`config.mk`:
```
export PLATFORM = sky130hd
export DESIGN_NAME = gen_probe_full_logic
export DESIGN_NICKNAME = d
export VERILOG_FILES = /design/src/rtl/gen_probe_full_logic_pkg.sv /design/src/rtl/gen_probe_full_logic_probe_compare.sv /design/src/rtl/gen_probe_full_logic.sv
export SDC_FILE = /design/constraint.sdc
export NUM_CORES = 1
export LEC_CHECK = 0
export CELL_PAD_IN_SITES_DETAIL_PLACEMENT = 0
export CELL_PAD_IN_SITES_GLOBAL_PLACEMENT = 2
export CORE_MARGIN = 4
export CORE_UTILIZATION = 33
export CTS_CLUSTER_DIAMETER = 120
export DETAILED_ROUTE_END_ITERATION = 16
export PLACE_DENSITY = 0.86
export SYNTH_ARGS = -nofsm -noshare
export SYNTH_HDL_FRONTEND = slang
export SYNTH_HIERARCHICAL = 1
export SYNTH_SLANG_ARGS = --single-unit
```
`constraint.sdc`:
```
create_clock -name clk -period 3.25 [get_ports clk]
set_clock_uncertainty 0.2 [all_clocks]
set_input_delay 0.975 -clock clk [delete_from_list [all_inputs] [get_ports clk]]
set_output_delay 0.975 -clock clk [all_outputs]
set_load 0.005 [all_outputs]
```
`src/rtl/gen_probe_full_logic_pkg.sv`:
```
// Shared definitions for the full_logic probe generator.
//   - state_t      : programme FSM encodings
//   - LFSR_TAPS    : feedback mask of the 16-bit Fibonacci LFSR (taps 16,14,13,11)
//   - ST_*         : bit positions inside the 3-bit DUT status vector
//   - lfsr_step()  : one LFSR shift
package gen_probe_full_logic_pkg;

  typedef enum logic [2:0] {
    S_IDLE  = 3'd0,
    S_RST   = 3'd1,
    S_CFG   = 3'd2,
    S_INIT  = 3'd3,
    S_WRITE = 3'd4,
    S_DRAIN = 3'd5,
    S_DONE  = 3'd6
  } state_t;

  // Taps 16,14,13,11 map to bits 15,13,12,10.
  localparam logic [15:0] LFSR_TAPS = 16'hB400;

  // Status vector layout: {error_out, active_out, idle_out}.
  localparam int ST_W      = 3;
  localparam int ST_IDLE   = 0;
  localparam int ST_ACTIVE = 1;
  localparam int ST_ERROR  = 2;

  function automatic logic [15:0] lfsr_step(input logic [15:0] s);
    return {s[14:0], ^(s & LFSR_TAPS)};
  endfunction

endpackage

```
`src/rtl/gen_probe_full_logic_probe_compare.sv`:
```
// probe_compare: registered comparator of two equal-width vectors.
//   clk, rst_n        clock, async active-low reset
//   clr               restart a run: zero counters, first_fail back to FFFF
//   en                compare window; the cycle index advances only here
//   vec_a, vec_b      vectors to compare
//   mismatch_cnt      saturating count of unequal cycles
//   first_fail        cycle index of the first unequal cycle, FFFF if none
module probe_compare #(
  parameter int W = 8
) (
  input  logic         clk,
  input  logic         rst_n,
  input  logic         clr,
  input  logic         en,
  input  logic [W-1:0] vec_a,
  input  logic [W-1:0] vec_b,
  output logic [15:0]  mismatch_cnt,
  output logic [15:0]  first_fail
);

  logic [15:0] cyc_reg;
  logic [15:0] cnt_reg;
  logic [15:0] first_reg;
  logic        seen_reg;
  logic        diff;

  // Case inequality so an X/Z bit on either side reads as a mismatch in
  // simulation; in hardware this is an ordinary inequality.
  always_comb begin
    diff = (vec_a !== vec_b);
  end

  always_ff @(posedge clk or negedge rst_n) begin
    if (!rst_n) begin
      cyc_reg   <= '0;
      cnt_reg   <= '0;
      first_reg <= 16'hFFFF;
      seen_reg  <= 1'b0;
    end else if (clr) begin
      cyc_reg   <= '0;
      cnt_reg   <= '0;
      first_reg <= 16'hFFFF;
      seen_reg  <= 1'b0;
    end else if (en) begin
      if (cyc_reg != 16'hFFFF) cyc_reg <= cyc_reg + 16'd1;
      if (diff) begin
        if (cnt_reg != 16'hFFFF) cnt_reg <= cnt_reg + 16'd1;
        if (!seen_reg) begin
          first_reg <= cyc_reg;
          seen_reg  <= 1'b1;
        end
      end
    end
  end

  assign mismatch_cnt = cnt_reg;
  assign first_fail   = first_reg;

endmodule

```
`src/rtl/gen_probe_full_logic.sv`:
```
// gen_probe_full_logic: stimulus generator and cross-checker for two
// full_logic copies (behavioural and synthesised) fed from one stream.
// Programme: reset -> thresholds -> init -> write burst -> drain -> done.
//   clk, reset              clock, async active-low reset
//   start, mode, burst_len  launch pulse, data mode (0 incr / 1 LFSR), word count
//   cfg_MFs/VCs/Ds          thresholds, latched at start
//   pause                   DUT almost-full, stalls writes
//   dut_reset, wr_enable, data_in, init, umbral_*, pop   DUT drive (registered)
//   data_*/empty_*/err_*/st_*  outputs of the two DUT copies
//   busy, done, mismatch_cnt, first_fail                  programme status
module gen_probe_full_logic
  import gen_probe_full_logic_pkg::*;
#(
  parameter int          DATA_WIDTH   = 6,
  parameter int          NUM_CH       = 2,
  parameter int          UMBRAL_WIDTH = 4,
  parameter int          RST_CYC      = 4,
  parameter int          DRAIN_MAX    = 16,
  parameter logic [15:0] LFSR_SEED    = 16'hACE1
) (
  input  logic                         clk,
  input  logic                         reset,
  input  logic                         start,
  input  logic                         mode,
  input  logic [7:0]                   burst_len,
  input  logic [UMBRAL_WIDTH-1:0]      cfg_MFs,
  input  logic [UMBRAL_WIDTH-1:0]      cfg_VCs,
  input  logic [UMBRAL_WIDTH-1:0]      cfg_Ds,
  input  logic                         pause,
  output logic                         dut_reset,
  output logic                         wr_enable,
  output logic [DATA_WIDTH-1:0]        data_in,
  output logic                         init,
  output logic [UMBRAL_WIDTH-1:0]      umbral_MFs,
  output logic [UMBRAL_WIDTH-1:0]      umbral_VCs,
  output logic [UMBRAL_WIDTH-1:0]      umbral_Ds,
  output logic [NUM_CH-1:0]            pop,
  input  logic [NUM_CH*DATA_WIDTH-1:0] data_bhv,
  input  logic [NUM_CH*DATA_WIDTH-1:0] data_syn,
  input  logic [NUM_CH-1:0]            empty_bhv,
  input  logic [NUM_CH-1:0]            empty_syn,
  input  logic [NUM_CH-1:0]            err_bhv,
  input  logic [NUM_CH-1:0]            err_syn,
  input  logic [ST_W-1:0]              st_bhv,
  input  logic [ST_W-1:0]              st_syn,
  output logic                         busy,
  output logic                         done,
  output logic [15:0]                  mismatch_cnt,
  output logic [15:0]                  first_fail
);

  localparam int CMP_W = NUM_CH*DATA_WIDTH + 2*NUM_CH + ST_W;

  state_t                  state_reg, state_next;
  logic [7:0]              rst_cnt_reg, drain_cnt_reg, word_cnt_reg, burst_reg;
  logic                    empty_seen_reg, mode_reg;
  logic [15:0]             lfsr_reg;
  logic [DATA_WIDTH-1:0]   data_in_reg;
  logic                    wr_enable_reg, dut_reset_reg, init_reg, busy_reg, done_reg;
  logic [NUM_CH-1:0]       pop_reg;
  logic [UMBRAL_WIDTH-1:0] umbral_mfs_reg, umbral_vcs_reg, umbral_ds_reg;

  logic                    launch, issue, all_empty;
  logic                    dut_reset_next, init_next, busy_next, done_next;
  logic [NUM_CH-1:0]       pop_next;

  // start is honoured only when no programme is running.
  assign launch    = start && ((state_reg == S_IDLE) || (state_reg == S_DONE));
  assign all_empty = &empty_bhv;

  // ---------------- next-state ----------------
  always_comb begin
    state_next = state_reg;
    unique case (state_reg)
      S_IDLE:  if (start) state_next = S_RST;
      S_RST:   if (rst_cnt_reg == 8'(RST_CYC - 1)) state_next = S_CFG;
      S_CFG:   state_next = S_INIT;
      S_INIT:  state_next = (burst_reg == 8'd0) ? S_DRAIN : S_WRITE;
      // word_cnt counts words already put on the bus; once it reaches the
      // burst length the last word has been written.
      S_WRITE: if (word_cnt_reg == burst_reg) state_next = S_DRAIN;
      S_DRAIN: if ((all_empty && empty_seen_reg) ||
                   (drain_cnt_reg == 8'(DRAIN_MAX - 1))) state_next = S_DONE;
      S_DONE:  if (start) state_next = S_RST;
      default: state_next = S_IDLE;
    endcase
  end

  // A word is issued for every cycle spent in WRITE while not paused.
  assign issue = (state_next == S_WRITE) && !pause;

  // ---------------- outputs (decoded from the upcoming state) ----------------
  always_comb begin
    dut_reset_next = state_next inside {S_CFG, S_INIT, S_WRITE, S_DRAIN, S_DONE};
    init_next      = state_next inside {S_INIT, S_WRITE, S_DRAIN};
    busy_next      = state_next inside {S_RST, S_CFG, S_INIT, S_WRITE, S_DRAIN};
    done_next      = (state_next == S_DONE);
    pop_next       = (state_next == S_DRAIN) ? '1 : '0;
  end

  // ---------------- state and datapath registers ----------------
  always_ff @(posedge clk or negedge reset) begin
    if (!reset) begin
      state_reg      <= S_IDLE;
      rst_cnt_reg    <= '0;
      drain_cnt_reg  <= '0;
      word_cnt_reg   <= '0;
      burst_reg      <= '0;
      empty_seen_reg <= 1'b0;
      mode_reg       <= 1'b0;
      lfsr_reg       <= LFSR_SEED;
      data_in_reg    <= '0;
      wr_enable_reg  <= 1'b0;
      dut_reset_reg  <= 1'b0;
      init_reg       <= 1'b0;
      busy_reg       <= 1'b0;
      done_reg       <= 1'b0;
      pop_reg        <= '0;
      umbral_mfs_reg <= '0;
      umbral_vcs_reg <= '0;
      umbral_ds_reg  <= '0;
    end else begin
      state_reg      <= state_next;
      rst_cnt_reg    <= (state_reg == S_RST)   ? rst_cnt_reg + 8'd1   : 8'd0;
      drain_cnt_reg  <= (state_reg == S_DRAIN) ? drain_cnt_reg + 8'd1 : 8'd0;
      empty_seen_reg <= (state_reg == S_DRAIN) && all_empty;
      if (launch) begin
        mode_reg       <= mode;
        burst_reg      <= burst_len;
        umbral_mfs_reg <= cfg_MFs;
        umbral_vcs_reg <= cfg_VCs;
        umbral_ds_reg  <= cfg_Ds;
        lfsr_reg       <= LFSR_SEED;
        word_cnt_reg   <= '0;
      end else if (issue) begin
        data_in_reg  <= mode_reg ? DATA_WIDTH'(lfsr_reg) : DATA_WIDTH'(word_cnt_reg);
        word_cnt_reg <= word_cnt_reg + 8'd1;
        if (mode_reg) lfsr_reg <= lfsr_step(lfsr_reg);
      end
      wr_enable_reg <= issue;
      dut_reset_reg <= dut_reset_next;
      init_reg      <= init_next;
      busy_reg      <= busy_next;
      done_reg      <= done_next;
      pop_reg       <= pop_next;
    end
  end

  // ---------------- cross-checker ----------------
  logic [ST_W-1:0]  st_bhv_ord, st_syn_ord;
  logic [CMP_W-1:0] vec_bhv, vec_syn;

  assign st_bhv_ord = {st_bhv[ST_ERROR], st_bhv[ST_ACTIVE], st_bhv[ST_IDLE]};
  assign st_syn_ord = {st_syn[ST_ERROR], st_syn[ST_ACTIVE], st_syn[ST_IDLE]};
  assign vec_bhv    = {data_bhv, empty_bhv, err_bhv, st_bhv_ord};
  assign vec_syn    = {data_syn, empty_syn, err_syn, st_syn_ord};

  probe_compare #(.W(CMP_W)) u_cmp (
    .clk          (clk),
    .rst_n        (reset),
    .clr          (launch),
    .en           (state_reg inside {S_CFG, S_INIT, S_WRITE, S_DRAIN}),
    .vec_a        (vec_bhv),
    .vec_b        (vec_syn),
    .mismatch_cnt (mismatch_cnt),
    .first_fail   (first_fail)
  );

  assign dut_reset  = dut_reset_reg;
  assign wr_enable  = wr_enable_reg;
  assign data_in    = data_in_reg;
  assign init       = init_reg;
  assign pop        = pop_reg;
  assign busy       = busy_reg;
  assign done       = done_reg;
  assign umbral_MFs = umbral_mfs_reg;
  assign umbral_VCs = umbral_vcs_reg;
  assign umbral_Ds  = umbral_ds_reg;

endmodule

```
==> run_results.csv, run 1 <==
group,metric,value,unit
floorplan,die_area,21500,um2
setup_path,crit_family,"simple AND/OR/NAND/NOR gates",
yosys,avgSynthCellArea,9.81,um2
floorplan,start_util,33.8,%
routing,drc,0,
floorplan,std_cell_rows,50,
yosys,synth_top_area_share,40.3,%
yosys,synth.most_common_cell,"nand2_1",
yosys,synth_edf_count,0,
cts,clockBufferDepth,2,
timing,finalHoldViolCount,0,
routing,drtIter0Drc,284,
timing,rsz0062_at_grt,"no",
yosys,ys_warn_count,6,
floorplan,die_x,147,um
routing,via_count,5087,
timing,slew-limit-headroom,64.6,%
yosys,synth_top_area_cell,"dfrtp_1",
cts,clk_pin_slew,0.06,ns
grt,overflow,0,
grt,grt_max_degree,68,
timing,fin_tns_setup,0,ns
timing,setup_viol,0,
setup_path,path_class,"reg2reg",
setup_path,end_kind,"flop",
floorplan,core,18800,um2
timing,slew_viol_final,0,
cts,clk_latency,0.42,ns
yosys,ys_seq_area_share,50.2,%
setup_path,cp.required,3.35,ns
pwr,p_switching,2.29,mW
yosys,async_flop_share,100,%
setup_path,r2r_slack,0.39,ns
cts,cts_num_sinks,126,
pwr,clock_power_share,29.1,%
finish,nets,840,
worst_hold_path,min_path_type,"reg2reg",
routing,first_pass_iters,5,
pwr,power_density,825,nW/um2
routing,via_per_inst,4.99,
grt,antenna_found_initial,1,
setup_path,start_kind,"flop",
pwr,power_frac_seq,38.1,%
timing,final.min_clock_period,2.86,ns
setup_path,critPathMaxStageDelay,0.46,ns
timing,tightest_slew,0.530,ns
cts,clockRootBuffer,"clkbuf_16",
setup_path,path_cells,"nand2b_1, nand2_1, inv_1, nor3_1, buf_4, nor3b_1, nand4_1, xor2_1, nor2_1",
yosys,synth.distinct_cells,68,
routing,wl_per_cell,15.6,um
grt,globalRouteTotalUtil,15.0,%
cts,cts_tree,"yes",
yosys,ys_ff_latch,126,
pwr,power,7.02,mW
timing,min_period_over_period,88.0,%
placed_design,gp_congestion,0.802,
pwr,leakage,3.67,nW
setup_path,crit_fanout,10,
finish,final_util,45.3,%
routing,postRouteAntennaNets,0,
finish,area_growth,34.3,%
timing,hold_slack,0.273,ns
grt,grt_pass1_wl,26500,um
cts,holdBufCountCts,0,
cts,cts_made_buffers,17,
pwr,ir_worst_vdd,399,uV
yosys,syn-instance-count,646,
grt,grt_pass1_vias,5245,
pwr,p_int,4.73,mW
setup_path,critPathSlowestCell,"dfrtp_1",
routing,wl,15900,um
pwr,p_sw_share,32.7,%
cts,post-cts-setup-buffers,0,
yosys,syn_area,6330,um2
placed_design,portBuffers,119,
cts,ctsResizeCount,0,
setup_path,critPathBufInv,2,
placed_design,dp_hpwl,11100,um
finish,drive_above_1_share,12.2,%
yosys,ys.flop_type,"dfrtp_1",
run_status,status,"complete, no violations",
run,cap_violations,0,
yosys,yosys-top-cells-area,"dfrtp_1 40%, dfstp_2 10%, nand2_1 6.3%, nor2_1 4.0%, mux2i_1 4.0%",
setup_path,arrival,2.96,ns
floorplan,die_h,147,um
yosys,syn_nets,714,
floorplan,pin_count,120,
yosys,synth_common_cells,"107 x nand2_1, 102 x dfrtp_1, 68 x nor2_1, 28 x xnor2_1, 27 x xor2_1",
cts,cts-htree-levels,4,
timing,max_freq,350,MHz
pwr,power_frac_comb,32.8,%
[power groups by stage]
stage | Clock, mW | Sequential [mW] | Combinational, mW
after global routing | 2.16 | 2.76 | 2.58
after CTS | 2.09 | 2.68 | 2.34
after global placement | 0 | 2.68 | 2.26
final | 2.04 | 2.67 | 2.30
after floorplan | 0 | 2.55 | 1.38
after detailed placement | 0 | 2.69 | 2.33
[cell usage in the layout (no fill, tap or decap), types with 3 or more instances in the layout]
cell type | netlist | final
clkdlybuf4s50_1 | 0 | 118
nand2_1 | 107 | 107
dfrtp_1 | 102 | 102
nor2_1 | 68 | 68
xnor2_1 | 28 | 28
xor2_1 | 27 | 27
o21ai_0 | 25 | 25
mux2i_1 | 25 | 25
o31ai_1 | 25 | 25
dfstp_2 | 24 | 24
nand3_1 | 21 | 21
buf_4 | 3 | 21
inv_1 | 18 | 18
clkbuf_16 | 0 | 17
nand4_1 | 15 | 15
a21oi_1 | 12 | 11
nor4_1 | 9 | 9
and3_1 | 9 | 9
nor2b_1 | 6 | 6
nor3_1 | 6 | 6
nor3b_1 | 5 | 5
ha_1 | 5 | 5
clkbuf_1 | 22 | 5
a211o_1 | 5 | 5
or4_1 | 4 | 4
o41ai_1 | 4 | 4
mux2_1 | 4 | 4
bufinv_16 | 0 | 4
clkbuf_8 | 0 | 4
buf_12 | 1 | 4
nand2b_1 | 3 | 3
a31oi_1 | 3 | 3
and3b_1 | 3 | 3
[per-stage QoR]
step           area (um2)  cells  worst slack (ns)
5_1_grt              8500   1019             0.122
4_1_cts              8500   1019             0.430
6_report             8510   1020             0.390
2_1_floorplan        6330    646             0.209
3_5_place_dp         7870    987            0.0423
3_3_place_gp         7870    987            0.0844
[cell type report]
type	count	area [um2]
Fill cell	1756	10300
Clock buffer	26	499
Multi-Input combinational cell	464	2900
Sequential cell	126	3180
Antenna cell	1	2.50
Tap cell	234	293
Clock inverter	6	133
Timing Repair Buffer	143	1420
Inverter	20	75.1
[metal layers]
layer / track usage [%] / part of all wire, % / vias up
li1: - / - / 2490
met1: 20.2 / 47 / 2416
met2: 22.8 / 44 / 155
met3: 4.50 / 6.6 / 24
met4: 5.97 / 1.8 / 2
met5: 0 / 0.082 / -
[cell families after synthesis]
family	synth area share (%)
XOR/XNOR	7.60
AND/OR/NAND/NOR	21.4
buffers and inverters	4.01
adder cells (fa/ha/maj)	0.988
AO/OA/AOI/OAI	11.0
multiplexers	4.66
flip-flops	50.2
[final timing paths]
check                                                start                           endpoint  cells after the start
worst max register to register      state_reg[1]$_DFF_PN0_      u_cmp/cyc_reg[12]$_DFFE_PN0P_                      9
worst min-delay path            drain_cnt_reg[0]$_DFF_PN0_         drain_cnt_reg[0]$_DFF_PN0_                      1
worst max-delay path                state_reg[1]$_DFF_PN0_      u_cmp/cyc_reg[12]$_DFFE_PN0P_                      9
max in group asynchronous                            reset            lfsr_reg[7]$_DFFE_PN1P_                      2
min in group asynchronous                            reset  u_cmp/mismatch_cnt[9]$_DFFE_PN0P_                      1
worst min register to register  drain_cnt_reg[0]$_DFF_PN0_         drain_cnt_reg[0]$_DFF_PN0_                      1
Note: power is estimated with default switching activity, not from simulation.
==> run 2, diff against run 1 <==
- GPL_TIMING_DRIVEN: default -> 0
==> run 2 against run 1 <==
Compared with the run above:
- maximum frequency is 6.3% lower
- highest routed layer unchanged
- cell count increased by 1.5%
- clock-buffer cell count down 1
- critical endpoint is now u_cmp/mismatch_cnt[9]$_DFFE_PN0P_
- critical path depth is 3 higher
- setup slack worse by 0.19 ns
- core utilization is 0.25 points lower
- wire length rose by 5.6%
- critical path type is now in2reg
- sequential power decreased by 2%
- total power decreased by 2.2%
- cell area shrank 0.56%
- clock power down 9%
- worst hold slack improved by 0.00063 ns
- largest cell class unchanged
==> run_results.csv, run 2 (synthesized netlist as in run 1, its figures left out) <==
group,metric,value,unit
run_status,status,"complete, no violations",
timing,slew_viol_final,0,
timing,finalHoldViolCount,0,
timing,slew-limit-headroom,61.3,%
placed_design,placedCellCount,1000,
pwr,leakage,3.65,nW
cts,cts_made_buffers,17,
timing,rsz0062_at_grt,"no",
setup_path,path_cells,"dlygate4sd2_1, nand4b_1, clkinv_4, nor4_1, nand2_1, nor4_4, buf_4, buf_4, or2_1, buf_6, buf_12, o41ai_1",
cts,cts-htree-levels,4,
floorplan,pin_count,120,
timing,tightest_slew,0.581,ns
grt,grt_pass1_vias,5426,
cts,cts_num_sinks,126,
grt,globalRouteTotalUtil,15.9,%
routing,via_per_inst,5.08,
setup_path,critPathSlowestCell,"o41ai_1",
setup_path,end_kind,"flop",
floorplan,die_area,21500,um2
finish,area_growth,33.5,%
routing,drtIter0Drc,313,
finish,final_cell_mix,"117 x clkdlybuf4s50_1, 107 x nand2_1, 102 x dfrtp_1, 68 x nor2_1, 28 x xnor2_1",
grt,grt_pass1_wl,27800,um
cts,cts_tree,"yes",
routing,wl_per_cell,16.2,um
floorplan,std_cell_rows,50,
floorplan,start_util,33.8,%
finish,nets,856,
setup_path,cpMostUsedCell,"buf_4",
setup_path,cp.required,3.33,ns
finish,fillers,1806,
pwr,ir_worst_vdd,346,uV
cts,clk_latency,0.41,ns
timing,final.min_clock_period,3.05,ns
pwr,power_density,812,nW/um2
placed_design,portBuffers,119,
setup_path,crit_family,"buffers and inverters",
placed_design,gp_congestion,0.835,
finish,finalNonFillerCells,1035,
routing,first_pass_iters,5,
setup_path,crit_fanout,10,
worst_hold_path,min_path_type,"reg2reg",
grt,overflow,0,
finish,regArea,3180,um2
timing,min_period_over_period,93.9,%
cts,clk_pin_slew,0.05,ns
routing,wl,16800,um
floorplan,die_h,147,um
setup_path,start_kind,"primary input",
setup_path,arrival,3.13,ns
finish,diodes,0,
cts,clockRootBuffer,"clkbuf_16",
finish,layout_commonest_cell,"clkdlybuf4s50_1",
finish,multiInputGateArea,2900,um2
setup_path,critPathBufInv,6,
setup_path,path_class,"in2reg",
routing,drc,0,
timing,fin_tns_setup,0,ns
timing,max_freq,328,MHz
setup_path,critPathMaxStageDelay,0.36,ns
grt,antenna_found_initial,1,
routing,postRouteAntennaNets,0,
placed_design,dp_hpwl,11900,um
run,cap_violations,0,
floorplan,core,18800,um2
cts,clockBufferDepth,2,
finish,final_util,45.1,%
routing,via_count,5260,
timing,setup_viol,0,
cts,holdBufCountCts,0,
floorplan,die_x,147,um
grt,grt_max_degree,73,
finish,drive_above_1_share,11.5,%
run 2: routing by layer:
layer | part of all wire (%) | GRT usage (%) | wire [um]
met1 | 48 | 21.1 | 7990
met2 | 45 | 24.9 | 7540
met3 | 5.8 | 4.53 | 972
met4 | 1.5 | 5.83 | 250
met5 | 0.12 | 0 | 20
run 2: per-stage QoR:
step | area [um2] | hold slack (ns) | setup WS, ns | total power [mW]
6_report | 8460 | 0.274 | 0.199 | 6.87
5_1_grt | 8460 | 0.283 | 0.0183 | 7.35
4_1_cts | 8460 | 0.277 | 0.228 | 6.96
3_5_place_dp | 7850 | 0.264 | -1.24 | 5.05
3_3_place_gp | 7820 | 0.251 | -4.06 | 4.98
2_1_floorplan | 6330 | 0.233 | 0.209 | 3.93
run 2: final timing paths:
path,endpoint,cells after the start,start,slack [ns]
min,data_in[4]$_DFFE_PN0P_,1,data_in[4]$_DFFE_PN0P_,0.27
max in group asynchronous,lfsr_reg[5]$_DFFE_PN1P_,2,reset,1.76
max reg2reg,u_cmp/first_fail[10]$_DFFE_PN1P_,12,state_reg[1]$_DFF_PN0_,0.39
max,u_cmp/mismatch_cnt[9]$_DFFE_PN0P_,12,start,0.20
min in group asynchronous,u_cmp/mismatch_cnt[13]$_DFFE_PN0P_,1,reset,0.33
min reg2reg,data_in[4]$_DFFE_PN0P_,1,data_in[4]$_DFFE_PN0P_,0.27
run 2: cell type report:
cell class,count,share of cell area [%]
buffer,35,2.16
inverter,20,0.947
tap,234,3.46
timing repair buffer,124,14.8
clock inverter,7,1.04
multi-input combinational,464,34.3
clock buffer,25,5.74
sequential,126,37.6
run 2: power by group:
group | internal [mW] | switching (mW) | leakage, nW | total (mW)
sequential | 2.17 | 0.444 | 1.59 | 2.62
combinational | 1.19 | 1.21 | 1.78 | 2.40
clock | 1.18 | 0.668 | 0.281 | 1.85
total | 4.55 | 2.32 | 3.65 | 6.87
run 2: worst reg2reg max path: stages, from the launching register on:
cell,delay (ns)
dfrtp_1,0.35
buf_2,0.16
nand2b_1,0.20
nand4b_1,0.23
clkinv_4,0.13
nor4_1,0.30
nand2_1,0.14
nor4_4,0.21
buf_4,0.17
buf_2,0.24
buf_4,0.22
o21ai_0,0.12
o31ai_1,0.10
run 2: timing repair:
action	CTS	global route
endpoints found under the setup margin	49	3
buffers inserted	4	0
gates resized for setup	7	2
pin swaps	2	0
==> run 3, diff against run 2 <==
- REMOVE_ABC_BUFFERS: default -> 1
- SETUP_SLACK_MARGIN: default -> 0.05
==> run 3 against run 2 <==
Compared with the run above:
- via count decreased by 4.2%
- critical path depth decreased by 1
- first-iteration DRC count fell by 16%
- largest cell class unchanged
==> run_results.csv, run 3 (synthesized netlist as in run 1, its figures left out) <==
group,metric,value,unit
timing,slew_viol_final,0,
routing,postRouteAntennaNets,0,
placed_design,dp_hpwl,10800,um
routing,via_per_inst,5.00,
placed_design,gp_congestion,0.804,
floorplan,start_util,33.8,%
floorplan,core,18800,um2
cts,clockBufferDepth,2,
timing,rsz0062_at_grt,"no",
finish,regArea,3180,um2
finish,diodes,0,
placed_design,portBuffers,119,
finish,drive_above_1_share,11.4,%
timing,setup_viol,0,
routing,drtIter0Drc,262,
routing,wl,16000,um
cts,cts-htree-levels,4,
setup_path,crit_fanout,28,
finish,layout_commonest_cell,"clkdlybuf4s50_1",
finish,area_growth,33.8,%
timing,max_freq,322,MHz
worst_hold_path,min_path_type,"in2async",
timing,slew-limit-headroom,58.8,%
routing,first_pass_iters,7,
timing,finalHoldViolCount,0,
grt,grt_pass1_vias,5177,
run_status,status,"complete, no violations",
pwr,leakage,3.63,nW
cts,cts_tree,"yes",
timing,tightest_slew,0.618,ns
finish,final_cell_mix,"117 x clkdlybuf4s50_1, 107 x nand2_1, 102 x dfrtp_1, 68 x nor2_1, 28 x xnor2_1",
setup_path,critPathSlowestCell,"a221o_1",
floorplan,die_h,147,um
setup_path,end_kind,"flop",
pwr,power_density,817,nW/um2
setup_path,critPathMaxStageDelay,0.32,ns
routing,drc,0,
routing,via_count,5040,
setup_path,critPathBufInv,5,
floorplan,pin_count,120,
finish,nets,829,
timing,final.min_clock_period,3.10,ns
finish,fillers,1777,
cts,clockRootBuffer,"clkbuf_16",
grt,grt_max_degree,97,
finish,final_util,45.2,%
cts,clk_pin_slew,0.05,ns
floorplan,std_cell_rows,50,
timing,min_period_over_period,95.4,%
setup_path,path_class,"in2reg",
pwr,power,6.92,mW
setup_path,start_kind,"primary input",
floorplan,die_area,21500,um2
cts,cts_num_sinks,126,
grt,grt_pass1_wl,26700,um
cts,cts_made_buffers,17,
setup_path,cp.required,3.34,ns
cts,clk_latency,0.42,ns
grt,globalRouteTotalUtil,15.2,%
run,cap_violations,0,
setup_path,arrival,3.19,ns
pwr,ir_worst_vdd,405,uV
grt,overflow,0,
finish,multiInputGateArea,2930,um2
routing,wl_per_cell,15.8,um
setup_path,crit_family,"simple AND/OR/NAND/NOR gates",
floorplan,die_x,147,um
timing,finalWorstSetupSlack,0.148,ns
setup_path,path_cells,"clkdlybuf4s15_2, nand4b_1, buf_12, clkinv_16, nor4_4, nand2_1, nor4_4, buf_4, buf_4, nor3_1, a221o_1",
grt,antenna_found_initial,0,
placed_design,place_ws,-2.49,ns
==> run 3: cell count changes in the layout (fill, tap and decap cells not counted), sizes merged <==
cell	delta
clkinvlp	-1
clkbuf	-21
buf	-8
dlygate4sd2	-1
clkdlybuf4s15	+1
inv	+1
nand4b	+1
bufinv	+1
==> run 3: final timing paths <==
check / start / end / slack (ns) / cells after the start
setup / recovery: start / u_cmp/mismatch_cnt[15]$_DFFE_PN0P_ / 0.15 / 11
hold / removal: reset / u_cmp/mismatch_cnt[10]$_DFFE_PN0P_ / 0.24 / 1
setup reg to reg: state_reg[2]$_DFF_PN0_ / u_cmp/mismatch_cnt[15]$_DFFE_PN0P_ / 0.18 / 11
hold reg to reg: drain_cnt_reg[0]$_DFF_PN0_ / drain_cnt_reg[0]$_DFF_PN0_ / 0.27 / 1
max in group asynchronous: reset / state_reg[1]$_DFF_PN0_ / 1.83 / 2
min in group clk: drain_cnt_reg[0]$_DFF_PN0_ / drain_cnt_reg[0]$_DFF_PN0_ / 0.27 / 1
==> run 3: metal layers <==
metal | GRT usage [%] | wire length [um]
met5 | 0 | 0
met1 | 19.7 | 7180
met4 | 4.70 | 189
met3 | 2.92 | 573
met2 | 25.7 | 8020
==> run 3: layout make-up <==
class | instances | area share, %
timing repair buffer | 130 | 16.0
clock buffer | 25 | 5.85
clock inverter | 7 | 1.30
inverter | 20 | 1.20
tap | 234 | 3.45
sequential | 126 | 37.6
multi-input combinational | 465 | 34.5
timing repair inverter | 1 | 0.133
==> run 3: worst reg2reg max path: cells and delay by family, from the launching register on <==
kind	cells	cell delay, ns
flops	1	0.49
buf+inv	4	0.67
compound gates	1	0.32
simple gates	6	1.28
==> run 3: metrics by stage <==
| stage | TNS (ns) | hold slack, ns | cell area (um2) | std cells |
|---|---|---|---|---|
| final | 0 | 0.241 | 8480 | 1008 |
| after global routing | 0 | 0.247 | 8480 | 1008 |
| after CTS | 0 | 0.230 | 8440 | 1006 |
| after detailed placement | -111.45 | 0.259 | 7750 | 969 |
| after global placement | -808.95 | 0.246 | 7640 | 963 |
| after floorplan | -129.32 | 0.233 | 6160 | 610 |
==> run 3: report_power, final <==
group / internal (mW) / switching, mW
Sequential: 2.17 / 0.502
Combinational: 1.18 / 1.13
Clock: 1.28 / 0.651
Total: 4.64 / 2.29
==> run 3: what timing repair did <==
action                                  in CTS  in global routing
hold buffers                                 0                  0
pin swaps                                    2                  0
resized for setup                           10                  3
gates cloned                                 1                  1
buffers inserted                             4                  1
endpoints found under the setup margin      84                 25
